--- config.mk ---
export PLATFORM = sky130hd
export DESIGN_NAME = msg_fifo_buf
export DESIGN_NICKNAME = d
export VERILOG_FILES = /design/src/rtl/msg_fifo_buf.sv
export SDC_FILE = /design/constraint.sdc
export NUM_CORES = 2
export LEC_CHECK = 0
export CAP_MARGIN = 30
export CORE_ASPECT_RATIO = 0.75
export CORE_UTILIZATION = 55
export DETAILED_ROUTE_END_ITERATION = 6
export MAX_ROUTING_LAYER = met4
export PLACE_DENSITY = 0.8
export SYNTH_ARGS = -nofsm -noshare
export SYNTH_HDL_FRONTEND = slang
export SYNTH_SLANG_ARGS = --single-unit
--- constraint.sdc ---
create_clock -name clk -period 129.9 [get_ports clk]
set_clock_uncertainty 0.2 [all_clocks]
set_input_delay 38.97 -clock clk [delete_from_list [all_inputs] [get_ports clk]]
set_output_delay 38.97 -clock clk [all_outputs]
set_load 0.005 [all_outputs]
--- src/rtl/msg_fifo_buf.sv ---
// Message FIFO between the extractor and the downstream consumer.
// FWFT head, per-entry byte count, overflow drop counter.
module msg_fifo_buf #(
  parameter int DEPTH = 8,
  parameter int AW    = 3,
  parameter int CNT_W = 16
) (
  input  logic             clk,
  input  logic             reset,
  input  logic             in_valid,
  input  logic [255:0]     in_data,
  input  logic [31:0]      in_bytemask,
  output logic             out_valid,
  input  logic             out_ready,
  output logic [255:0]     out_data,
  output logic [31:0]      out_bytemask,
  output logic [5:0]       out_len,
  output logic [AW:0]      fill_level,
  output logic [CNT_W-1:0] drop_count,
  output logic             overflow
);

  logic [255:0] mem_data [DEPTH];
  logic [31:0]  mem_mask [DEPTH];
  logic [5:0]   mem_len  [DEPTH];

  logic [AW-1:0] wr_ptr;
  logic [AW-1:0] rd_ptr;
  logic [5:0]    in_len;
  logic          push;
  logic          pop;
  logic          full;
  logic          push_ok;
  logic          drop;

  always_comb begin
    in_len = '0;
    for (int i = 0; i < 32; i++) begin
      in_len = in_len + 6'(in_bytemask[i]);
    end
  end

  assign push    = in_valid && (in_bytemask != '0);
  assign full    = fill_level == (AW+1)'(DEPTH);
  assign pop     = out_valid && out_ready;
  // A pop on a full FIFO frees the slot the push lands in.
  assign push_ok = push && (!full || pop);
  assign drop    = push && full && !pop;

  always_ff @(posedge clk) begin
    if (reset) begin
      wr_ptr     <= '0;
      rd_ptr     <= '0;
      fill_level <= '0;
      drop_count <= '0;
      overflow   <= 1'b0;
    end else begin
      if (push_ok) begin
        wr_ptr <= wr_ptr + AW'(1);
      end
      if (pop) begin
        rd_ptr <= rd_ptr + AW'(1);
      end
      fill_level <= fill_level
                  + (AW+1)'(push_ok)
                  - (AW+1)'(pop);
      if (drop) begin
        overflow <= 1'b1;
        if (drop_count != '1) begin
          drop_count <= drop_count + CNT_W'(1);
        end
      end
    end
  end

  always_ff @(posedge clk) begin
    if (push_ok && !reset) begin
      mem_data[wr_ptr] <= in_data;
      mem_mask[wr_ptr] <= in_bytemask;
      mem_len[wr_ptr]  <= in_len;
    end
  end

  // Head is read combinationally; an empty FIFO shows zeros.
  assign out_valid    = fill_level != '0;
  assign out_data     = out_valid ? mem_data[rd_ptr] : '0;
  assign out_bytemask = out_valid ? mem_mask[rd_ptr] : '0;
  assign out_len      = out_valid ? mem_len[rd_ptr]  : '0;

endmodule

==> impl_metrics.ini <==
[grt]
grt_pass1_vias = 44600
antenna_found_initial = 39
grt_max_degree = 153
grt_first_pass_wirelength_um = 292000
globalRouteOverflowTotal = 0
grt_util_all_layers = 0.243

[cells_and_area]
final_cell_area_um2 = 107000
num-nets-final = 5036
layout_common_cells = 2,352 x edfxtp_1, 607 x clkdlybuf4s50_1, 588 x mux4_2, 314 x nor2_1, 296 x mux2i_1
drive_gt1_frac = 0.206
synthToLayoutAreaGrowth_pct = 17.5
final_common_cell = edfxtp_1
fillers = 10400

[synthesis]
ys_top_cells_by_area = edfxtp_1 77%, mux4_2 15%, mux2i_1 3.2%
yosysWarnings = 0
synth-compound-area-share = 0.00258
ys_ff_latch = 2382
synth_edf_count = 2352
ys_async_sr_fraction = 0
seq_area_frac_synth = 0.780
syn_inst = 3996
syn_nets = 4330
ys.flop_type = edfxtp_1
synth.top_cell.area_share = 0.773
synth_top_family_by_area = multiplexers
ys_types = 44
syn_avg_cell_area_um2 = 22.9
synth-simple-area-share = 0.0178
synthAdderAreaFrac = 0.00781
synthMuxAreaShare = 0.178
synthXorXnorAreaFrac = 0.000767
syn-cell-area_um2 = 91300
synth_top_cell_by_area = edfxtp_1

[critical_path]
regToRegSetupSlack_ns = 124.48
endpoint = out_data[165]
r2r-end = mem_data[3][129]$_DFFE_PP_
crit_required_ns = 90.73
crit_path_end_kind = output pin
rr_startpoint = fill_level[2]$_SDFF_PP0_
path_class = flop to output pin
worst-path-max-fanout = 45
startpoint_type = flop
critPathArrivalTime_ns = 5.82
rr_worst_depth = 10

[clock_network]
cts_tree = done
cts_hold_buffers = 0
h-tree-depth = 4
cts_buffers = 212
cts.sinks = 2382
clk_latency_ns = 0.83
clockBufferDepth = 3
clkTransAtPathRegs_ns = 0.07
cts-root-buf = clkbuf_16
ctsResizeCount = 0
post-cts-setup-buffer-count = 0

[die]
die_y_um = 355
start_util = 0.554
fp-row-count = 129
core-area_um2 = 165000
die_w_um = 473
die_area_um2 = 168000
io_pins = 608

[detailed_routing]
ant_nets = 0
wl_per_cell_um = 27.6
detail_route.first_pass.iterations = 7
vias = 43000
drtIter0Drc = 4039
wirelength_um = 198000
vias_per_cell = 6.01
drc = 0

[timing]
fmax_mhz = 22.2
hold_viol = 0
worst_slew_pin_slew_ns = 1.06
tns_ns = 0
setup_viol_count_final = 0
timing.final.crit_share = 0.346
slew_violations = 0
fin_crit_ns = 44.99
rsz0062_at_grt = false
relSlewSlack = 0.296

[hold_path]
whs_path_depth = 2
hold_class = flop to flop

[power_and_ir_drop]
leakagePower_uw = 0.0328
p_per_area_nw_per_um2 = 19.3
vdd_ir_drop_max_v = 0.0000231
power_uw = 2070

[placement]
gp_congestion = 0.795
hpwlAfterDp_um = 107000
placed_area_um2 = 100000
io_buffers = 607

[run_status]
status = finished, final reports clean

[flow_run]
maxCapViolations = 0
## layout make-up
| type | count | area, um^2 | area share |
|---|---|---|---|
| Clock inverter | 139 | 1440 | 0.0134 |
| Multi-Input combinational cell | 1355 | 19000 | 0.177 |
| Clock buffer | 259 | 5570 | 0.0519 |
| Sequential cell | 2382 | 71200 | 0.664 |
| Antenna cell | 39 | 97.6 | 0.000909 |
| Timing Repair Buffer | 695 | 7050 | 0.0656 |
| Tap cell | 2227 | 2790 | 0.0260 |
| Inverter | 56 | 210 | 0.00196 |
## sequential cells by signal, indices dropped and copies added, names as in the netlist, named ones only
register    count
wr_ptr          3
rd_ptr          3
drop_count     16
mem_mask      256
mem_len        48
mem_data     2048
overflow        1
fill_level      4
## cell families (layout without fill, tap and decap cells)
kind of cell,after synthesis,after routing
other,0,39
adders and majority gates,42,42
muxes,889,889
DFF,2382,2382
buffers and inverters,259,1149
AOI/OAI and AO/OA,34,34
and+or+nand+nor,382,382
xor gates and xnor gates,8,8
## where the power goes
group	internal (uW)	leakage (uW)	switching (uW)	total, uW
clock network	355	0.00341	275	630
registers	889	0.0215	10.6	900
logic	275	0.00794	262	537
## per-stage QoR
step                      worst slack [ns]   util  hold WS, ns  cells
after global placement               84.88  0.606        0.261   6702
after floorplan                      60.66      -        0.254   3996
after CTS                            83.91  0.650        0.293   7109
after detailed placement             84.82  0.607        0.272   6711
after global routing                 84.40  0.651        0.328   7152
final                                84.91  0.651        0.296   7152
## Yosys cell counts (8+ instances only)
library cell,n
nand2_1,10
edfxtp_1,2352
buf_1,46
clkbuf_1,70
a21oi_1,14
mux2i_1,296
nand3_1,9
mux4_2,588
ha_1,17
dfxtp_1,30
inv_1,56
nor4_1,8
buf_4,32
nor2_1,315
fa_1,25
buf_2,51
## how the worst min path moves through the flow
stage / end / start / slack (ns)
floorplan: flop / rd_ptr[1]$_SDFFE_PP0P_ / 0.25
global placement: overflow$_SDFFE_PP0P_ / overflow$_SDFFE_PP0P_ / 0.26
detailed placement: overflow$_SDFFE_PP0P_ / overflow$_SDFFE_PP0P_ / 0.27
CTS: flop / rd_ptr[1]$_SDFFE_PP0P_ / 0.29
global route: overflow$_SDFFE_PP0P_ / overflow$_SDFFE_PP0P_ / 0.33
finish: flop / rd_ptr[1]$_SDFFE_PP0P_ / 0.30
## critical path: stages (launching register included)
cell	delay, ns
dfxtp_4	0.78
buf_4	0.27
buf_16	0.31
buf_4	0.22
buf_16	0.30
buf_4	0.75
buf_4	0.78
mux4_2	0.63
mux2i_1	0.24
nor2_1	0.08
clkdlybuf4s50_1	0.49
## routing by layer
layer  part of all wire  vias to the layer above  GRT usage  wire (um)
met2               0.50                     1850      0.387      99600
met1               0.39                    22700      0.316      76200
met4              0.025                        0     0.0703       4970
met5                  0                        -          -          0
li1                   -                    18100          -          -
met3              0.086                      314     0.0569      16900
(Power assumes the default switching activity.)
